### src/rtl/qpu_exu_tiq_sched.sv
// Timeline scheduler for the execution-unit time queue.
// A relative timer counts cycles since the last trigger. When the head entry
// of the time queue is due, a one-cycle trigger pops the queue and releases the
// matching event slice. The timeline freezes while the queue is empty or while
// a feedback measurement needed by the due event is still outstanding.
module qpu_exu_tiq_sched #(
    parameter int TIME_WIDTH = 16,
    parameter int CNT_WIDTH  = 32
) (
    input  logic                  clk,
    input  logic                  rst,
    input  logic                  ctrl_start,
    input  logic                  ctrl_stop,
    input  logic                  tiq_head_vld,
    input  logic [TIME_WIDTH-1:0] tiq_head_time,
    output logic                  tiq_pop,
    input  logic                  measure_pending,
    output logic                  trig_o,
    output logic [TIME_WIDTH-1:0] timer_o,
    output logic [1:0]            state_o,
    output logic                  busy_o,
    output logic [CNT_WIDTH-1:0]  trig_cnt_o,
    output logic                  err_late_o
);

    typedef enum logic [1:0] {
        IDLE    = 2'd0,
        RUN     = 2'd1,
        WAIT_Q  = 2'd2,
        WAIT_FB = 2'd3
    } state_t;

    state_t                state;
    logic [TIME_WIDTH-1:0] timer;
    logic [CNT_WIDTH-1:0]  trig_cnt;
    logic                  err_late;
    logic                  due;
    logic                  fire;
    logic                  late;

    // Head is due once the elapsed interval reaches its programmed wait.
    assign due  = tiq_head_vld && (timer >= tiq_head_time);
    // A zero-wait head never counts as late; it simply fires on the first
    // evaluated cycle.
    assign late = (timer > tiq_head_time) && (tiq_head_time != '0);

    // Fire decision is same-cycle; stop and reset both suppress it.
    always_comb begin
        fire = 1'b0;
        if (!rst && !ctrl_stop && !measure_pending) begin
            case (state)
                RUN:     fire = due;
                WAIT_FB: fire = 1'b1;
                default: fire = 1'b0;
            endcase
        end
    end

    // Timeline FSM, relative timer, trigger counter and sticky late flag.
    always_ff @(posedge clk) begin
        if (rst) begin
            state    <= IDLE;
            timer    <= '0;
            trig_cnt <= '0;
            err_late <= 1'b0;
        end else begin
            if (fire) begin
                trig_cnt <= trig_cnt + CNT_WIDTH'(1);
                if (late)
                    err_late <= 1'b1;
            end
            case (state)
                IDLE: begin
                    timer <= '0;
                    if (ctrl_start && !ctrl_stop) begin
                        state    <= RUN;
                        timer    <= TIME_WIDTH'(1);
                        trig_cnt <= '0;
                        err_late <= 1'b0;
                    end
                end
                RUN: begin
                    if (ctrl_stop) begin
                        state <= IDLE;
                        timer <= '0;
                    end else if (!tiq_head_vld) begin
                        state <= WAIT_Q;
                    end else if (due && measure_pending) begin
                        state <= WAIT_FB;
                    end else if (fire) begin
                        timer <= TIME_WIDTH'(1);
                    end else if (timer != '1) begin
                        timer <= timer + TIME_WIDTH'(1);
                    end
                end
                WAIT_Q: begin
                    // Re-enter RUN first; the compare happens there next cycle.
                    if (ctrl_stop) begin
                        state <= IDLE;
                        timer <= '0;
                    end else if (tiq_head_vld) begin
                        state <= RUN;
                    end
                end
                WAIT_FB: begin
                    if (ctrl_stop) begin
                        state <= IDLE;
                        timer <= '0;
                    end else if (!measure_pending) begin
                        state <= RUN;
                        timer <= TIME_WIDTH'(1);
                    end
                end
                default: begin
                    state <= IDLE;
                    timer <= '0;
                end
            endcase
        end
    end

    assign tiq_pop    = fire;
    assign trig_o     = fire;
    assign timer_o    = timer;
    assign state_o    = state;
    assign busy_o     = (state != IDLE);
    assign trig_cnt_o = trig_cnt;
    assign err_late_o = err_late;

endmodule

### config.mk
export PLATFORM = sky130hd
export DESIGN_NAME = qpu_exu_tiq_sched
export DESIGN_NICKNAME = d
export VERILOG_FILES = /design/src/rtl/qpu_exu_tiq_sched.sv
export SDC_FILE = /design/constraint.sdc
export NUM_CORES = 1
export LEC_CHECK = 0
export CORE_ASPECT_RATIO = 0.6
export CORE_UTILIZATION = 50
export DETAILED_ROUTE_END_ITERATION = 10
export PLACE_DENSITY = 0.8
export SLEW_MARGIN = 5
export SYNTH_ARGS = -nofsm -noshare
export SYNTH_HDL_FRONTEND = slang
export SYNTH_SLANG_ARGS = --single-unit
### constraint.sdc
create_clock -name clk -period 4.2 [get_ports clk]
set_clock_uncertainty 0.15 [all_clocks]
set_input_delay 1.05 -clock clk [delete_from_list [all_inputs] [get_ports clk]]
set_output_delay 1.05 -clock clk [all_outputs]
set_load 0.005 [all_outputs]
==> impl_results.md <==
* Die Area at 6510 sq um
* Static leakage at 1.55 nW
* Die boundary height at 62.9 um
* DR DRC count at 0
* Crit end category: output port
* Syn Area/Cell at 8.10 sq um
* Sink Count at 51
* Core Region at 5750 sq um
* Synth Area in XOR/XNOR at 0.0283
* Area grow syn2layout at 41.3%
* Slew margin rel. at 0.329
* GRT Residual Overflow at 0
* Via Count at 3,451
* Final HPWL DP at 6960 um
* Highest fanout seen on the critical path at 4
* Starting Density at 0.538
* Worst R2R Setup Slack at 1000 ps
* CTS Buf Count at 5
* Crit-path max cell delay at 370 ps
* FP Rows at 21
* Most common cell after layout, fill and taps aside: clkdlybuf4s50_1
* Sequential area share after synthesis at 0.330
* Delay-heaviest family, CP: compound AO/OA/AOI/OAI gates
* IO Pins at 76
* Startpoint Class: input port
* Clock Pin Slew Worst Setup and Hold Paths at 90 ps
* Slew of the pin with the lowest slew margin at 1000 ps
* Final wirelength at 9630 um
* Port bufs at 75
* Status: completed
* FF-to-FF path depth at 10
* Post-DR wirelength/cell at 17.1 um
* Tcrit/Tclk final at 0.974
* Critical path buffer and inverter count at 3
* Hold Crit Endpoint: err_late_o
* Post-Syn Instances at 382
* CP Launch Point: tiq_head_time[13]
* Slowest-stage cell, CP: or3_4
* Die span in x at 104 um
* H-tree depth at 2
* Largest net degree at the start of global routing at 25
* RSZ-0062 raised after global routing: false
* Clk buf depth at 2
* VDD IR-drop max at 118 uV
* Hold Crit Class: flop to flop
* Distinct cell type count after synthesis at 50
* Post-synth EDFFs at 0
* Final Util at 0.759
* Drt pass-1 iters at 5
* Most frequent cells in the layout: 57 x clkdlybuf4s50_1, 51 x dfxtp_1, 35 x buf_4
* Final Setup Violations at 0
* Yosys warns at 0
* Hold Vio Cnt, Final at 0
* Seq cells post-synth at 51
* Main combinational cell family by area after synthesis: simple AND/OR/NAND/NOR gates
* Initial DRC count at 338
* Overall power at 927 uW
* Fmax at 245 MHz
* Max_cap viols at 0
* Routability cong. at 0.926
* Hold Path Stages at 1
* Synthesized cell area at 3090 sq um
* Layout cells sized above 1 at 0.153
* R2r endpoint: timer_o[10]
* Fin nets at 522
* Synth Area in Adders at 0.0728
* Worst-path cell chain: dlygate4sd2_1 -> inv_2 -> ha_4 -> a211oi_2 -> nor2_1 -> or3_4 -> o31a_1 -> o21a_4 -> buf_2
* Antenna fix cells at 0
* First-pass GRT wire length at 15,600 um
* Syn Nets at 422
* Post-synth top flop: dfxtp_1
* Fraction of synthesized area in multiplexers at 0.00971
* Initial antenna violation count at 0
* Simple-gate area share of the yosys netlist at 0.282
* Slew Limit Fails at 0
* Critical R2R Launch: timer_o[13]
* Min Clock Period, post-route at 4090 ps
* Synth async-reset ratio at 0
* ANT nets after route at 0
* Vias in the first global route at 3,153
* TritonCTS clock tree: done
* DR vias/cell at 6.13
* PD cells at 212 nW/um^2
* Root buf cell: clkbuf_8
* Worst skew pair latency at 320 ps
* Hold_sp: err_late_o
* Worst path required time at 3000 ps
* CP Data Arrival Time at 2890 ps
* All-Layer GR Usage at 0.300
* Compound-cell area share of the yosys netlist at 0.216
* CP Class: input port to output port
[power by group]
part           switching, mW  internal, mW
combinational         0.0468        0.0378
sequential           0.00241         0.484
clock                  0.175         0.180
total                  0.224         0.703
[through the flow]
| step | hold slack, ps | worst slack [ps] | area, sq um | TNS (ps) | std cells |
|---|---|---|---|---|---|
| 2_1_floorplan | 315 | 172 | 3090 | 0 | 382 |
| 3_3_place_gp | 298 | -539 | 4080 | -1070 | 549 |
| 3_5_place_dp | 310 | -671 | 4080 | -2520 | 549 |
| 4_1_cts | 331 | 9.05 | 4370 | 0 | 561 |
| 5_1_grt | 362 | 49.4 | 4370 | 0 | 563 |
| 6_report | 327 | 111 | 4370 | 0 | 563 |
[state kept, by name, summed over array words and instances, names as in the netlist]
register	flops
err_late_o	1
state_o	2
timer_o	16
trig_cnt_o	32
[routing by layer]
metal  up-vias  share of wire  track usage
met5         -              0            0
met4         0          0.013       0.0851
met3        16           0.10       0.0688
met2       160           0.42        0.455
met1      1625           0.47        0.425
li1       1650              -            -
[worst register-to-register path, stage by stage, from the launching register on]
cell	delay, ps
dfxtp_1	520
ha_4	270
a211oi_2	180
nor2_1	90
or3_4	370
buf_4	150
o311ai_1	400
o21ai_0	150
buf_4	190
or4_1	490
a31oi_1	200
[logic make-up (layout without fill, tap and decap cells)]
group                      after synthesis  in the layout
AOI/OAI and AO/OA                       98             98
xor gates and xnor gates                10             10
adders and majority gates               18             18
buffers and inverters                   46            147
DFF                                     51             51
muxes                                    3              3
and+or+nand+nor                        156            156
[how the worst max path moves through the flow]
stage / to / cells past startpoint
after floorplan: trig_o / 9
after global placement: trig_o / 9
after detailed placement: tiq_pop / 9
after CTS: tiq_pop / 9
after global routing: tiq_pop / 9
final: tiq_pop / 9
[synth_stat cells, types with 9 or more instances]
master,count,share of area
inv_1,29,0.035
or4_1,13,0.032
nand2_1,27,0.033
nor2_1,19,0.023
a21oi_1,21,0.034
o21ai_0,15,0.024
nor4_1,9,0.018
ha_1,18,0.073
nand4_1,13,0.026
nand3_1,22,0.036
clkbuf_1,13,0.016
dfxtp_1,51,0.33
and3_1,16,0.032
a31oi_1,14,0.028
or3_1,10,0.020
[what timing repair did]
action / 4_1_cts / 5_1_grt
hold buffers: 0 / 0
endpoints found under the hold margin: 0 / 0
setup buffers: 4 / 2
pin swaps: 17 / 6
gates resized for setup: 48 / 2
endpoints found under the setup margin: 2 / 2
[final cells by class]
type	instances	area, sq um
fillers	418	1390
flip-flops and latches	51	1020
clock buffers	6	72.6
repair buffers	110	983
multi-input cells	285	2040
inverters	29	109
well taps	80	100
clock inverters	2	38.8
Power figures use the tool's default switching activity.
